===== config.mk =====
export PLATFORM = sky130hd
export DESIGN_NAME = credit_fifo_sender
export DESIGN_NICKNAME = d
export VERILOG_FILES = /design/src/rtl/credit_fifo_sender.sv
export SDC_FILE = /design/constraint.sdc
export NUM_CORES = 1
export LEC_CHECK = 0
export CORE_AREA = 5 5 257 259
export CTS_CLUSTER_DIAMETER = 60
export DETAILED_ROUTE_END_ITERATION = 8
export DIE_AREA = 0 0 262 264
export PLACE_DENSITY = 0.52
export REMOVE_ABC_BUFFERS = 1
export SLEW_MARGIN = 5
export SYNTH_ARGS = -nofsm -noshare
export SYNTH_HDL_FRONTEND = slang
export SYNTH_SLANG_ARGS = --single-unit

===== constraint.sdc =====
create_clock -name clk -period 17.73 [get_ports clk]
set_clock_uncertainty 0.2 [all_clocks]
set_input_delay 4.4325 -clock clk [delete_from_list [all_inputs] [get_ports clk]]
set_output_delay 4.4325 -clock clk [all_outputs]
set_load 0.03 [all_outputs]

===== src/rtl/credit_fifo_sender.sv =====
// credit_fifo_sender: transmit side of the credit-based write link.
// A 2-entry staging buffer absorbs upstream flits. One flit is launched
// per cycle while the local credit counter is non-zero and sending is
// enabled. Each wcredit pulse from the receiver returns one credit.
module credit_fifo_sender #(
  parameter int DW    = 140,
  parameter int DEPTH = 78,
  parameter int CW    = 7
) (
  input  logic          clk,
  input  logic          rstn,
  input  logic [DW-1:0] in_data,
  input  logic          in_valid,
  output logic          in_ready,
  input  logic          en,
  output logic [DW-1:0] wdata,
  output logic          wvalid,
  input  logic          wcredit,
  output logic [CW-1:0] credit_cnt,
  output logic          credit_err
);

  localparam logic [CW-1:0] CREDIT_MAX = CW'(DEPTH);

  typedef enum logic [1:0] {IDLE, SEND, STALL} state_t;

  state_t        state_reg, state_next;
  logic          rd_idx_reg, wr_idx_reg;
  logic [1:0]    occ_reg, occ_next;
  logic [CW-1:0] cnt_next;
  logic          err_next;
  logic          push, send;
  logic [DW-1:0] head;

  // Readiness depends only on registered occupancy: no pop-to-push bypass.
  assign in_ready = (occ_reg != 2'd2);
  assign push     = in_valid && in_ready;
  assign send     = en && (occ_reg != 2'd0) && (credit_cnt != '0);

  // Staging storage: one register per slot, written when the write index
  // points at it. Data needs no reset; occupancy says what is valid.
  genvar gi;
  generate
    for (gi = 0; gi < 2; gi++) begin : g_entry
      logic [DW-1:0] data_reg;
      // Capture an accepted flit into this slot.
      always_ff @(posedge clk) begin
        if (push && (wr_idx_reg == 1'(gi))) begin
          data_reg <= in_data;
        end
      end
    end
  endgenerate

  assign head = rd_idx_reg ? g_entry[1].data_reg : g_entry[0].data_reg;

  // Next occupancy from the push/pop pair.
  always_comb begin
    occ_next = occ_reg;
    if (push && !send) begin
      occ_next = occ_reg + 2'd1;
    end else if (!push && send) begin
      occ_next = occ_reg - 2'd1;
    end
  end

  // Credit arithmetic: a send consumes one credit, a return adds one.
  // A return with nothing outstanding saturates and raises a sticky error.
  always_comb begin
    cnt_next = credit_cnt;
    err_next = credit_err;
    if (send && !wcredit) begin
      cnt_next = credit_cnt - 1'b1;
    end else if (!send && wcredit) begin
      if (credit_cnt == CREDIT_MAX) begin
        err_next = 1'b1;
      end else begin
        cnt_next = credit_cnt + 1'b1;
      end
    end
  end

  // Buffer indices, occupancy and credit state.
  always_ff @(posedge clk or negedge rstn) begin
    if (!rstn) begin
      rd_idx_reg <= 1'b0;
      wr_idx_reg <= 1'b0;
      occ_reg    <= 2'd0;
      credit_cnt <= CREDIT_MAX;
      credit_err <= 1'b0;
    end else begin
      if (push) wr_idx_reg <= ~wr_idx_reg;
      if (send) rd_idx_reg <= ~rd_idx_reg;
      occ_reg    <= occ_next;
      credit_cnt <= cnt_next;
      credit_err <= err_next;
    end
  end

  // Registered launch: wdata keeps its last value between pulses.
  always_ff @(posedge clk or negedge rstn) begin
    if (!rstn) begin
      wvalid <= 1'b0;
      wdata  <= '0;
    end else begin
      wvalid <= send;
      if (send) wdata <= head;
    end
  end

  // Status state machine, judged on next-cycle occupancy and credits.
  // It only tracks link status; launching is decided by send above.
  always_comb begin
    state_next = state_reg;
    case (state_reg)
      IDLE: begin
        if (occ_next != 2'd0) begin
          state_next = (en && (cnt_next != '0)) ? SEND : STALL;
        end
      end
      SEND: begin
        if (occ_next == 2'd0) begin
          state_next = IDLE;
        end else if ((cnt_next == '0) || !en) begin
          state_next = STALL;
        end
      end
      STALL: begin
        if (en && (cnt_next != '0)) begin
          state_next = SEND;
        end
      end
      default: state_next = IDLE;
    endcase
  end

  // Status state register.
  always_ff @(posedge clk or negedge rstn) begin
    if (!rstn) begin
      state_reg <= IDLE;
    end else begin
      state_reg <= state_next;
    end
  end

endmodule


==> impl_metrics.yaml, run 1 <==
synthesis:
  yosysMostFrequentCell: "edfxtp_1"
  synth_top_area_cell: "edfxtp_1"
  synth_common_cells: "edfxtp_1, dfrtp_1, a21oi_1"
  synth-seq-cells: 433
  synth-main-ff-cell: "edfxtp_1"
  synth_top_cells_by_area: "edfxtp_1, dfrtp_1, mux2i_1"
  synth_seq_area_share_pct: 78.08
  syn_area_per_cell_um2: 16.03
  synth.yosys.warnings: 0
  syn_inst: 978
  synth.top_cell.area_share_pct: 53.63
  synth.cell_area_um2: 15680
  synth.distinct_cells: 33
  synth_edf_count: 280
  async_reset_ff_share_pct: 35.33
min_path:
  hp-class: "reg -> reg"
power_and_ir_drop:
  p_per_area_nw_per_um2: 191.3
  p_sw_share_pct: 35.63
  seq_power_share_pct: 39.3
  leakage_nw: 7.877
  ir_worst_vdd_mv: 0.09479
  combPwrFrac_pct: 34.3
  p_int_mw: 2.624
  p_switching_mw: 1.453
  p_clk_share_pct: 26.4
cells_and_area:
  drive_gt1_share_pct: 7.970
  area_growth_pct: 35.93
  fin_util_pct: 33.48
  finalNetCount: 1435
  largest_reg_flops: 280
  postLayoutCellArea_um2: 21310
floorplan:
  fp.coreArea_um2: 63650
  die_w_um: 262
  die_h_um: 264
  start_util_pct: 24.63
  row_count: 93
  dieArea_um2: 69170
  ios: 295
grt:
  grt_pass1_wl_um: 57300
  grt_usage_pct: 10.68
  grt-ovfl-total: 0
  grt_pass1_vias: 9365
  antenna_found_initial: 7
  grt_start_max_net_pins: 200
timing:
  slew_violations: 0
  hold_viol: 0
  worst_slew_pin_slew_ns: 0.9694
  max_freq_ghz: 0.1359
  min_period_ns: 7.360
  finalCritPeriodShare_pct: 41.51
  rsz0062_at_grt: "false"
  whs_ns: 0.2953
  setup_violations: 0
  tns_ns: 0
  slew_headroom_pct: 35.37
placement:
  post-dp-hpwl_um: 22270
  place_area_um2: 19530
  numPortBuffers: 294
  gp_congestion: 0.7243
routing:
  drcViolationCount: 0
  wl_um: 37980
  dr.pass1.iters: 5
  first_iter_violations: 398
  vias: 8925
  antenna_left: 0
  vias_per_cell: 4.079
  wl_per_cell_um: 17.36
setup_path:
  critPathLaunchType: "input port"
  worst_ep_required_time_ns: 18.05
  crit_fanout: 199
  end_kind: "flop"
  worst-setup-path-type: "in -> reg"
  worstPathArrival_ns: 7.68
job:
  maxCapViolations: 0
clocking:
  cts_resized: 0
  worstSkewPairLatency_ns: 0.59
  cts_sinks: 433
  post_cts_buffers: 0
  cts_htree_levels: 2
  path_clk_slew_ns: 0.06
  hold_buffers: 0
  cts_tree: "done"
  clockBufferDepth: 3
  numCtsBuffers: 54
  cts_root_buffer: "clkbuf_16"
status:
  outcome: "finished clean"
## worst max-delay path, cell delays in order
cell	delay, ns
clkdlybuf4s50_1	0.44
o21ai_0	0.15
a31oi_4	0.21
buf_12	0.58
ha_1	0.62
xor2_1	0.19
ha_1	0.21
or3b_2	0.45
nand4b_1	0.11
a31oi_1	0.11
xnor2_1	0.15
## cell families after synthesis
| kind of cell | synth area share (%) |
|---|---|
| muxes | 8.939 |
| buffers and inverters | 1.955 |
| DFF | 78.08 |
| adders and majority gates | 0.3990 |
| xor gates and xnor gates | 0.7821 |
| AOI/OAI and AO/OA | 5.323 |
| and+or+nand+nor | 4.517 |
## path summary, 6_finish.rpt
check / slack, ns / from / cells after the start / end
max: 10.37 / en / 11 / credit_cnt[6]
min: 0.30 / credit_err / 1 / credit_err
max reg2reg: 14.05 / credit_cnt[2] / 10 / credit_cnt[6]
min reg2reg: 0.30 / credit_err / 1 / credit_err
max in group asynchronous: 12.48 / rstn / 2 / wdata[32]
min in group asynchronous: 3.61 / rstn / 1 / wdata[54]
## routing by layer
metal / wire, um / track usage, %
met1: 15900 / 13.27
met2: 18180 / 17.40
met3: 2623 / 3.469
met4: 1214 / 4.013
met5: 61 / 0
## power by group through the flow
stage / sequential (mW) / clock (mW) / combinational (mW)
5_1_grt: 1.64 / 1.16 / 1.51
3_3_place_gp: 1.62 / 0 / 1.41
6_report: 1.60 / 1.07 / 1.40
2_1_floorplan: 2.00 / 0 / 0.555
4_1_cts: 1.61 / 1.12 / 1.44
3_5_place_dp: 1.62 / 0 / 1.43
## through the flow
| stage | power (mW) | instances | setup WS, ns |
|---|---|---|---|
| 6_report | 4.077 | 2188 | 10.37 |
| 5_1_grt | 4.311 | 2186 | 10.08 |
| 4_1_cts | 4.164 | 2185 | 10.30 |
| 3_5_place_dp | 3.054 | 2084 | 9.649 |
| 3_3_place_gp | 3.033 | 2084 | 9.727 |
| 2_1_floorplan | 2.556 | 926 | 4.526 |
## cell usage in the layout (no fill, tap or decap), types with 4 or more instances in the layout
master           netlist  final
nand2_1                6      6
clkinv_2               0      5
clkdlybuf4s50_1        0    293
nor2_1               144    143
clkbuf_8               0      8
edfxtp_1             280    280
dfstp_2                4      4
xor2_1                 8      8
nor2b_1                5      5
o21ai_0                4      4
ha_1                   5      5
clkbuf_16              0     55
a21oi_1              145    145
mux2i_1              140    140
buf_4                 14      6
clkbuf_1               6     15
xnor2_1                6      6
dfrtp_1              149    148
inv_1                  5      5
inv_8                  0      6
## cell type report
cell class                 count  area, um2
fill                        6161      42340
sequential                   433      12250
multi-input combinational    488       3151
timing repair buffer         303       3049
clock buffer                  78       1543
tap                          855       1070
clock inverter                23      226.5
inverter                       5      18.77
antenna                        3      7.507
(Power assumes the default switching activity.)
==> run 2: changes to the inputs <==
==> constraint.sdc (replaced) <==
create_clock -name clk -period 7.5 [get_ports clk]
set_clock_uncertainty 0.2 [all_clocks]
set_input_delay 1.875 -clock clk [delete_from_list [all_inputs] [get_ports clk]]
set_output_delay 1.875 -clock clk [all_outputs]
set_load 0.03 [all_outputs]
==> run 2 against run 1 <==
Against the previous run:
- count of clock-buffer cells in the layout down 6
- via count shrank 1.0%
- routed wire length decreased by 0.33%
- sequential share of layout area is 0.050 points higher
- global-route usage hardly changed
- sequential cell count unchanged
- critical path depth decreased by 4
- cell count shrank 0.14%
- cell area hardly changed
- clock power grew 140%
- combinational power rose by 140%
- non-clock buffer count rose by 1
==> impl_metrics.yaml, run 2 (synthesis results as in run 1) <==
timing:
  worst_slack_ns: 3.287
  hold_viol: 0
  setup_violations: 0
  whs_ns: 0.2918
  tns_ns: 0
  finalCritPeriodShare_pct: 56.17
  slew_headroom_pct: 32.98
  min_period_ns: 4.213
  rsz0062_at_grt: "false"
  max_freq_ghz: 0.2374
  slew_violations: 0
  worst_slew_pin_slew_ns: 1.005
status:
  outcome: "finished clean"
power_and_ir_drop:
  p_switching_mw: 3.433
  p_int_mw: 6.171
  p_sw_share_pct: 35.75
  seq_power_share_pct: 39.5
  leakage_nw: 7.878
  p_clk_share_pct: 26.2
  p_per_area_nw_per_um2: 451.1
  ir_worst_vdd_mv: 0.2298
  combPwrFrac_pct: 34.3
floorplan:
  fp.coreArea_um2: 63650
  ios: 295
  row_count: 93
  dieArea_um2: 69170
  die_w_um: 262
  die_h_um: 264
  start_util_pct: 24.63
clocking:
  worstSkewPairLatency_ns: 0.59
  cts_tree: "done"
  post_cts_buffers: 0
  cts_htree_levels: 2
  hold_buffers: 0
  numCtsBuffers: 54
  clockBufferDepth: 3
  cts_root_buffer: "clkbuf_16"
  cts_sinks: 433
  cts_resized: 0
  path_clk_slew_ns: 0.06
placement:
  post-dp-hpwl_um: 22970
  dp_cells: 2085
  gp_congestion: 0.7104
  numPortBuffers: 294
  pre_cts_ws_ns: 2.544
routing:
  first_iter_violations: 374
  dr.pass1.iters: 4
  wl_per_cell_um: 17.32
  wl_um: 37850
  antenna_left: 0
  drcViolationCount: 0
  vias_per_cell: 4.044
  vias: 8836
setup_path:
  worstPathArrival_ns: 4.52
  crit_fanout: 195
  critPathLaunchType: "input port"
  end_kind: "flop"
  worst_ep_required_time_ns: 7.81
  worst-setup-path-type: "in -> reg"
grt:
  grt_pass1_wl_um: 57030
  grt_usage_pct: 10.66
  grt_start_max_net_pins: 196
  antenna_found_initial: 3
  grt-ovfl-total: 0
  grt_pass1_vias: 9246
cells_and_area:
  fin_util_pct: 33.45
  final_cells: 2185
  largest_reg_flops: 280
  drive_gt1_share_pct: 7.895
  diodes: 0
  area_growth_pct: 35.81
  final_common_cell: "clkdlybuf4s50_1"
  layout_common_cells: "clkdlybuf4s50_1, edfxtp_1, dfrtp_1, a21oi_1, nor2_1"
  nFillCells: 6215
  finalNetCount: 1436
min_path:
  hp-class: "reg -> reg"
job:
  maxCapViolations: 0
[run 2: changes by cell type in the layout (fill, tap and decap cells not counted), moves of 2 or more]
cell	before	now
clkbuf_8	8	3
clkinv_2	5	7
clkinvlp_4	3	1
diode_2	3	0
inv_6	3	5
[run 2: per-layer routing]
metal,part of all wire (%),global-route usage (%)
met2,48,17.63
met3,7.1,3.422
met4,2.7,3.363
met5,0.090,0
met1,42,13.32
[run 2: area by class of cell]
type                            instances  area (um2)  area share (%)
Clock buffer                           72        1449           6.805
Multi-Input combinational cell        488        3151           14.80
Clock inverter                         28       289.0           1.357
Inverter                                5       18.77         0.08815
Tap cell                              855        1070           5.024
Timing Repair Buffer                  304        3069           14.41
Sequential cell                       433       12250           57.51
[run 2: power by group through the flow]
| stage | combinational [mW] | sequential, mW | clock [mW] |
|---|---|---|---|
| floorplan | 1.31 | 4.73 | 0 |
| CTS | 3.38 | 3.81 | 2.63 |
| finish | 3.29 | 3.80 | 2.52 |
| global placement | 3.33 | 3.83 | 0 |
| detailed placement | 3.37 | 3.85 | 0 |
| global route | 3.54 | 3.89 | 2.72 |
[run 2: metrics by stage]
stage	instance area [um2]	power, mW
finish	21290	9.605
global placement	19550	7.164
CTS	21290	9.821
global route	21290	10.15
floorplan	15390	6.043
detailed placement	19550	7.219
[run 2: path summary, 6_finish.rpt]
path | depth (start not counted) | startpoint | end | slack, ns
min in group asynchronous | 1 | rstn | wdata[101] | 1.14
hold reg to reg | 1 | credit_err | credit_err | 0.29
hold / removal | 1 | credit_err | credit_err | 0.29
setup reg to reg | 6 | credit_cnt[2] | wdata[60] | 4.39
max in group asynchronous | 2 | rstn | wdata[73] | 4.92
setup / recovery | 7 | en | wdata[60] | 3.29
[run 2: worst max-delay path: stages]
cell	delay [ns]
clkdlybuf4s50_1	0.46
o21ai_0	0.14
a31oi_4	0.22
buf_12	0.52
buf_4	0.85
nor2_1	0.10
a21oi_1	0.17
